<file path="src/rtl/moore_seqgen_if.sv">
// Handshake and serial-stream bundle for the moore_seqgen pattern transmitter.
//
// Signals:
//   start   request to begin a transmission (driven by the controller)
//   pat_in  PAT_W-bit pattern, latched on an accepted start
//   rep_in  REP_W-bit frame count, latched on an accepted start (0 acts as 1)
//   abort   cancels an active transmission
//   dout    serial data bit, MSB-first
//   dvalid  high while dout carries a pattern bit
//   busy    high whenever the transmitter is not idle
//   done    one-cycle pulse after the last bit of the last frame
//
// Modports: master = controller / testbench side, slave = transmitter side.
interface moore_seqgen_if #(
    parameter int PAT_W = 4,
    parameter int REP_W = 4
);
    logic             start;
    logic [PAT_W-1:0] pat_in;
    logic [REP_W-1:0] rep_in;
    logic             abort;
    logic             dout;
    logic             dvalid;
    logic             busy;
    logic             done;

    modport master (
        output start, pat_in, rep_in, abort,
        input  dout, dvalid, busy, done
    );

    modport slave (
        input  start, pat_in, rep_in, abort,
        output dout, dvalid, busy, done
    );
endinterface

</file>
<file path="src/rtl/moore_seqgen.sv">
// Serial pattern transmitter that feeds the Moore sequence detectors.
// On an accepted start it latches a PAT_W-bit pattern and a frame count,
// then shifts the pattern out MSB-first, one bit per clock, repeating the
// frame the requested number of times with GAP_CYC idle cycles in between.
//
// Ports:
//   clk    rising-edge clock
//   reset  asynchronous, active-low reset
//   bus    moore_seqgen_if slave modport (start/pat_in/rep_in/abort in,
//          dout/dvalid/busy/done out; all outputs come straight from flops)
module moore_seqgen #(
    parameter int PAT_W   = 4,
    parameter int REP_W   = 4,
    parameter int GAP_CYC = 2
) (
    input  logic           clk,
    input  logic           reset,
    moore_seqgen_if.slave  bus
);

    localparam int BC_W = $clog2(PAT_W);
    localparam int GC_W = (GAP_CYC > 1) ? $clog2(GAP_CYC) : 1;

    localparam logic [BC_W-1:0]  LAST_BIT  = BC_W'(PAT_W - 1);
    localparam logic [GC_W-1:0]  GAP_LAST  = GC_W'((GAP_CYC > 0) ? GAP_CYC - 1 : 0);
    localparam logic [REP_W-1:0] ONE_FRAME = REP_W'(1);

    typedef enum logic [1:0] {
        IDLE,
        SHIFT,
        GAP,
        FIN
    } state_t;

    state_t           state;
    logic [PAT_W-1:0] shreg;
    logic [PAT_W-1:0] pat_hold;
    logic [BC_W-1:0]  bitcnt;
    logic [REP_W-1:0] frames_left;
    logic [GC_W-1:0]  gapcnt;
    logic             dvalid_q;
    logic             busy_q;
    logic             done_q;

    // The untouched copy of the pattern used to reload every frame. It is
    // pure data and only ever read after a start has loaded it.
    always_ff @(posedge clk) begin
        if (state == IDLE && bus.start) begin
            pat_hold <= bus.pat_in;
        end
    end

    // shreg is cleared whenever no pattern bit is on the line, so dout can be
    // taken directly from its MSB and is 0 in IDLE, GAP and FIN.
    always_ff @(posedge clk or negedge reset) begin
        if (!reset) begin
            state       <= IDLE;
            shreg       <= '0;
            bitcnt      <= '0;
            frames_left <= '0;
            gapcnt      <= '0;
            dvalid_q    <= 1'b0;
            busy_q      <= 1'b0;
            done_q      <= 1'b0;
        end else if (state == IDLE) begin
            // abort has no effect here, and start wins over a simultaneous abort
            if (bus.start) begin
                state       <= SHIFT;
                shreg       <= bus.pat_in;
                bitcnt      <= '0;
                frames_left <= (bus.rep_in == '0) ? ONE_FRAME : bus.rep_in;
                gapcnt      <= '0;
                dvalid_q    <= 1'b1;
                busy_q      <= 1'b1;
                done_q      <= 1'b0;
            end
        end else if (bus.abort) begin
            state       <= IDLE;
            shreg       <= '0;
            bitcnt      <= '0;
            frames_left <= '0;
            gapcnt      <= '0;
            dvalid_q    <= 1'b0;
            busy_q      <= 1'b0;
            done_q      <= 1'b0;
        end else begin
            case (state)
                SHIFT: begin
                    if (bitcnt == LAST_BIT) begin
                        bitcnt <= '0;
                        if (frames_left > ONE_FRAME) begin
                            frames_left <= frames_left - ONE_FRAME;
                            if (GAP_CYC > 0) begin
                                state    <= GAP;
                                shreg    <= '0;
                                gapcnt   <= '0;
                                dvalid_q <= 1'b0;
                            end else begin
                                // back-to-back frames: no dvalid bubble
                                shreg <= pat_hold;
                            end
                        end else begin
                            state       <= FIN;
                            frames_left <= '0;
                            shreg       <= '0;
                            dvalid_q    <= 1'b0;
                            done_q      <= 1'b1;
                        end
                    end else begin
                        shreg  <= shreg << 1;
                        bitcnt <= bitcnt + BC_W'(1);
                    end
                end
                GAP: begin
                    if (gapcnt == GAP_LAST) begin
                        state    <= SHIFT;
                        gapcnt   <= '0;
                        shreg    <= pat_hold;
                        dvalid_q <= 1'b1;
                    end else begin
                        gapcnt <= gapcnt + GC_W'(1);
                    end
                end
                FIN: begin
                    // start seen here is dropped: the request is only sampled in IDLE
                    state  <= IDLE;
                    busy_q <= 1'b0;
                    done_q <= 1'b0;
                end
                default: begin
                    state <= IDLE;
                end
            endcase
        end
    end

    assign bus.dout   = shreg[PAT_W-1];
    assign bus.dvalid = dvalid_q;
    assign bus.busy   = busy_q;
    assign bus.done   = done_q;

endmodule

</file>
<file path="src/flat_wrapper.sv">
// flat-port wrapper written by rule: the top's interface ports become plain ports
module moore_seqgen_flat 
#(
    parameter int PAT_W   = 4,
    parameter int REP_W   = 4,
    parameter int GAP_CYC = 2
)
  (clk, reset, bus_start, bus_pat_in, bus_rep_in, bus_abort, bus_dout, bus_dvalid, bus_busy, bus_done);
  moore_seqgen_if #(.PAT_W(PAT_W), .REP_W(REP_W)) bus_i ();
  input  logic clk;
  input  logic reset;
  input wire logic [$bits(bus_i.start)-1:0] bus_start;
  input wire logic [$bits(bus_i.pat_in)-1:0] bus_pat_in;
  input wire logic [$bits(bus_i.rep_in)-1:0] bus_rep_in;
  input wire logic [$bits(bus_i.abort)-1:0] bus_abort;
  output wire logic [$bits(bus_i.dout)-1:0] bus_dout;
  output wire logic [$bits(bus_i.dvalid)-1:0] bus_dvalid;
  output wire logic [$bits(bus_i.busy)-1:0] bus_busy;
  output wire logic [$bits(bus_i.done)-1:0] bus_done;
  assign bus_i.start = bus_start;
  assign bus_i.pat_in = bus_pat_in;
  assign bus_i.rep_in = bus_rep_in;
  assign bus_i.abort = bus_abort;
  assign bus_dout = bus_i.dout;
  assign bus_dvalid = bus_i.dvalid;
  assign bus_busy = bus_i.busy;
  assign bus_done = bus_i.done;
  moore_seqgen #(.PAT_W(PAT_W), .REP_W(REP_W), .GAP_CYC(GAP_CYC)) u_core (.clk(clk), .reset(reset), .bus(bus_i));
endmodule
</file>
<file path="config.mk">
export PLATFORM = sky130hd
export DESIGN_NAME = moore_seqgen_flat
export DESIGN_NICKNAME = d
export VERILOG_FILES = /design/src/rtl/moore_seqgen_if.sv /design/src/rtl/moore_seqgen.sv /design/src/flat_wrapper.sv
export SDC_FILE = /design/constraint.sdc
export NUM_CORES = 1
export LEC_CHECK = 0
export ABC_AREA = 1
export BUFFER_PORTS_ARGS = -buffer_cell sky130_fd_sc_hd__buf_2
export CAP_MARGIN = 20
export CORE_MARGIN = 5
export CORE_UTILIZATION = 61
export CTS_CLUSTER_DIAMETER = 100
export DETAILED_ROUTE_END_ITERATION = 8
export GPL_TIMING_DRIVEN = 0
export PLACE_DENSITY = 0.83
export SYNTH_ARGS = -nofsm -noshare
export SYNTH_HDL_FRONTEND = slang
export SYNTH_SLANG_ARGS = --single-unit
</file>
<file path="constraint.sdc">
create_clock -name clk -period 2.8 [get_ports clk]
set_input_delay 0.7 -clock clk [delete_from_list [all_inputs] [get_ports clk]]
set_output_delay 0.7 -clock clk [all_outputs]
set_load 0.01 [all_outputs]
</file>
; ---- Word-level counts from Yosys, hierarchy flattened
; Index checks and enable logic that the tools add are counted.
[totals]
regBits = 20
latchBits = 0
mem_bits_rw = 0
rom_bits = 0
out_inout_bits = 4
n_memories = 0
[classes]
n_addsub = 3
mul = 0
div_mod_pow = 0
order_cmp = 1
eq_ne = 9
n_shift = 0
mux = 46
bitwise_logic = 0
reduce_logical = 16
[ops]
columns = op, n
row1 = $mux 4, 12
row2 = $mux 2, 10
row3 = $mux 1, 19
row4 = $ne 4x2->1 const B, 3
row5 = $reduce_and 4->1, 3
row6 = $reduce_and 3->1, 3
row7 = $reduce_bool 3->1, 3
row8 = $pmux 4 s2, 1
row9 = $reduce_bool 4->1, 2
row10 = $eq 2x2->1 const B, 3
row11 = $pmux 1 s2, 3
row12 = $gt 4x1->1 const B, 1
row13 = $logic_not 4->1, 1
row14 = $ne 4x3->1 const B, 1
row15 = $pmux 2 s2, 1
row16 = $reduce_and 2->1, 2
row17 = $sub 4x1->4 const B, 1
row18 = $add 2x1->2 const B, 1
row19 = $eq 2x1->1 const B, 1
row20 = $logic_not 2->1, 1
row21 = $ne 2x2->1 const B, 1
row22 = $add 1x1->1 const B, 1
row23 = $logic_and 1x1->1, 1

; ---- Logic depth before layout (Yosys ltp)
[logic_depth]
word_depth = 6
mapped_depth = 10

; ---- Least setup slack after synthesis
; No wires, ideal clock.
[synth_timing]
path_kind = register to register
from = register u_core.state[1]
to = register u_core.pat_hold[0], enable pin
arrival_time_ns = 1.168
required_time_ns = 2.496
setup_slack_ns = 1.328
stages_incl_launch_ff = 6
path_cell_list = dfrtp_1 -> inv_1 -> ha_1 -> buf_2 -> nand2_1 -> inv_1
[synth_via]
elab_chain_cells = 2
[synth_lines]
columns = item, line
row1 = from (decl), moore_seqgen.sv:35  ; state_t state;
row2 = from (signal assigned), moore_seqgen.sv:57  ; state <= IDLE;
row3 = from (signal assigned), moore_seqgen.sv:68  ; state <= SHIFT;
row4 = from (signal assigned), moore_seqgen.sv:78  ; state <= IDLE;
row5 = $logic_not 2->1, moore_seqgen.sv:48  ; if (state == IDLE && bus.start) begin
row6 = $logic_and 1x1->1, moore_seqgen.sv:48
row7 = to (signal assigned), moore_seqgen.sv:49  ; pat_hold <= bus.pat_in;
row8 = to (decl), moore_seqgen.sv:37  ; logic [PAT_W-1:0] pat_hold;
; No other way between the ends.
; A chain may end at the register's enable or synchronous reset.

; ---- Worst setup path in the final report
; Ends and elaborated chain as after synthesis.

==> out/results.tsv <==
stage	metric	value	unit
logic_synthesis	sequential element share of the synthesized area	0.398	
clock_network	clk_lat worst skew	0.31	ns
clock_network	Setup Buffers After CTS	0	
die	Die ar.	3170	µm²
logic_synthesis	share of the synthesized area in the top cell type	0.307	
die	Die H	56.3	µm
global_routing	initial antenna violation count	0	
logic_synthesis	Compound-Gate Fraction of Synth Area	0.0479	
global_routing	GR Util met3	0.0275	
routing	WL per Instance	12.3	µm
clock_network	Reg clk slew, reported paths	0.12	ns
timing	Slew Limit Fails	0	
cells_and_area	Finished Cell Area	1470	µm²
critical_path	Crit Reg-Reg Startpoint	u_core.state[1]$_DFFE_PN0P_	
routing	Antenna Violating Nets Remaining	0	
logic_synthesis	Simple-Gate Fraction of Synth Area	0.386	
logic_synthesis	adder-cell share of the synthesized area	0.0766	
critical_path	Max Fanout on Critical Path	10	
critical_path	critical path arrival	1.77	ns
cells_and_area	commonest non-fill, non-tap cell in the layout	nand2_1	
power	leakage	0.848	nW
cells_and_area	most frequent cells in the layout	nand2_1 (82), inv_1 (21), buf_2 (17)	
logic_synthesis	Syn. warnings	0	
critical_path	CP Launch Type	flip-flop	
critical_path	Most Frequent Cell on Critical Path	inv_1	
logic_synthesis	Unique masters post-synth	21	
logic_synthesis	cell count after synthesis	183	
clock_network	clk sinks	20	
timing	setup total negative slack	0	ns
placement	DPL Wire Length	2.18	mm
timing	post-route clock period utilization	0.626	
logic_synthesis	biggest area consumer among synthesized cells	dfrtp_1	
die	IO Count	16	
cells_and_area	layout cell share with drive strength beyond 1	0.198	
die	core area	2000	µm²
global_routing	first-pass GRT wire length	4.88	mm
timing	Worst Tran Pin Value	0.391	ns
placement	DP Area	1420	µm²
global_routing	largest net degree at the start of global routing	17	
timing	Max Freq	571	MHz
logic_synthesis	Synth Register Bits	20	
power	PD cells	1140	nW/µm²
critical_path	CP cell instances	inv_1 -> ha_1 -> buf_2 -> nand2_1 -> inv_1	
critical_path	WP buf/inv	3	
cells_and_area	number of fill cells	161	
cells_and_area	fin util	0.733	
global_routing	GR Util met2	0.347	
routing	DR vias/cell	5.18	
placement	global placer's final weighted congestion	0.909	
placement	Place WS	1.08	ns
global_routing	total gr overflow	0	
critical_path	RR Endpoint	u_core.pat_hold[0]$_DFFE_PP_	
routing	DRC Markers	0	
clock_network	Num CTS Buffers	3	
die	row cnt	16	
timing	RSZ-0062 raised after global routing	no	
timing	Fin. Hold Viols	0	
critical_path	Slowest Stage Delay on Critical Path	0.45	ns
logic_synthesis	Mean Syn Cell Area	7.14	µm²
routing	Via Count	1186	
clock_network	post_cts resized	0	
status	outcome	finished clean	
global_routing	global route hottest layer	met2	
critical_path	CP delay by family, top	buffers and inverters	
clock_network	deepest clock path buffer count	2	
cells_and_area	area delta synth->final	12.4	%
logic_synthesis	Post-Syn Area	1310	µm²
cells_and_area	n_diodes	0	
timing	Setup-failing EPs final	0	
global_routing	GRT Total Usage	0.191	
global_routing	met1 Use GR	0.229	
timing	minimum clock period	1.75	ns
routing	final WL	2.81	mm
logic_synthesis	XOR/XNOR share of the synthesized area	0	
routing	DR iter-0 viols	27	
timing	Setup Skew	0.00328	ns
job	Max-Cap Viols	0	
clock_network	TritonCTS clock tree	built	
critical_path	Crit Path Class	flip-flop to flip-flop	
power	Max VDD drop	0.653	mV
logic_synthesis	top cells by area, synth	dfrtp_1 (31%), nand2_1 (24%), edfxtp_1 (9.2%)	
critical_path	reg2reg setup slack	1.05	ns
placement	I/O Buffers	15	
die	initial core utilization	0.653	
clock_network	H-tree level count	1	
critical_path	Worst Setup End Kind	flip-flop	
cells_and_area	layout net count	223	
logic_synthesis	main combinational cell family by area after synthesis	simple AND/OR/NAND/NOR gates	
clock_network	CTS Root Cell	clkbuf_4	
critical_path	slowest stage cell, crit path	dfrtp_1	
hold_path	Worst Hold Class	primary input to async pin	
clock_network	hold_buf cts	0	
die	die width	56.3	µm
logic_synthesis	mux share of post-synthesis cell area	0	
routing	DRT Pass-1 Iters	4	
global_routing	vias in the first global route	1193	
timing	min setup slack post-route	1.05	ns
critical_path	WP data required	2.82	ns
timing	normalized max-slew margin	0.740	
critical_path	R2R cell count	5	
logic_synthesis	Synthesized Nets	203	
cell families (layout without fill, tap and decap cells):
group,after synthesis,in the layout
fa+ha+maj,8,8
buf+inv,29,48
flops,20,20
compound gates,11,11
simple gates,115,115
synth_stat cells:
master	instances
nor2_1	10
nor3_1	1
nor2_4	3
buf_2	2
a21oi_2	2
nand2_2	3
edfxtp_1	4
nand4_1	2
buf_6	1
nand3_1	9
inv_1	21
nand3_2	2
a21oi_1	1
nor2_2	2
nand2_4	1
ha_1	8
dfrtp_1	16
inv_2	5
o21ai_0	4
nand2_1	82
o21ai_1	4
metrics by stage:
step	power (mW)	instances	hold slack, ns
floorplan	1.21	183	0.404
global placement	1.38	225	0.451
detailed placement	1.43	225	0.463
CTS	1.67	229	0.295
global route	1.83	229	0.308
finish	1.68	229	0.292
report_power, final:
part | switching [mW] | internal, mW | leakage [nW]
logic | 0.622 | 0.317 | 0.579
registers | 0.0776 | 0.418 | 0.241
clock network | 0.0975 | 0.145 | 0.0279
total | 0.797 | 0.880 | 0.848
registers in the layout (all words and copies together), names as in the netlist:
signal,flops
u_core.bus.done,1
u_core.shreg,4
u_core.state,2
u_core.bus.dvalid,1
u_core.bitcnt,2
u_core.gapcnt,1
u_core.frames_left,4
u_core.bus.busy,1
u_core.pat_hold,4
worst max path at each step:
stage / slack, ns / start / cells past startpoint / end
2_1_floorplan: 1.33 / u_core.state[1]$_DFFE_PN0P_ / 5 / u_core.pat_hold[0]$_DFFE_PP_
3_3_place_gp: 1.14 / u_core.state[1]$_DFFE_PN0P_ / 5 / u_core.pat_hold[3]$_DFFE_PP_
3_5_place_dp: 1.08 / u_core.state[1]$_DFFE_PN0P_ / 5 / u_core.pat_hold[3]$_DFFE_PP_
4_1_cts: 1.07 / u_core.state[1]$_DFFE_PN0P_ / 5 / u_core.pat_hold[0]$_DFFE_PP_
5_1_grt: 0.95 / u_core.state[1]$_DFFE_PN0P_ / 5 / u_core.pat_hold[3]$_DFFE_PP_
6_report: 1.05 / u_core.state[1]$_DFFE_PN0P_ / 5 / u_core.pat_hold[0]$_DFFE_PP_
cell type report:
| cell class | count | area (µm²) | area share |
|---|---|---|---|
| buffer | 3 | 21.3 | 0.0145 |
| clock buffer | 3 | 22.5 | 0.0153 |
| clock inverter | 1 | 30.0 | 0.0205 |
| inverter | 26 | 97.6 | 0.0665 |
| multi-input combinational | 134 | 667 | 0.454 |
| sequential | 20 | 520 | 0.355 |
| tap | 27 | 33.8 | 0.0230 |
| timing repair buffer | 15 | 75.1 | 0.0512 |
routing by layer:
metal  wire (µm)  up-vias  part of all wire
met5           0        -                 0
met4          15        0            0.0053
met3         168        4             0.060
met2        1430       32              0.51
met1        1190      553              0.42
li1            -      597                 -
(Power assumes the default switching activity.)
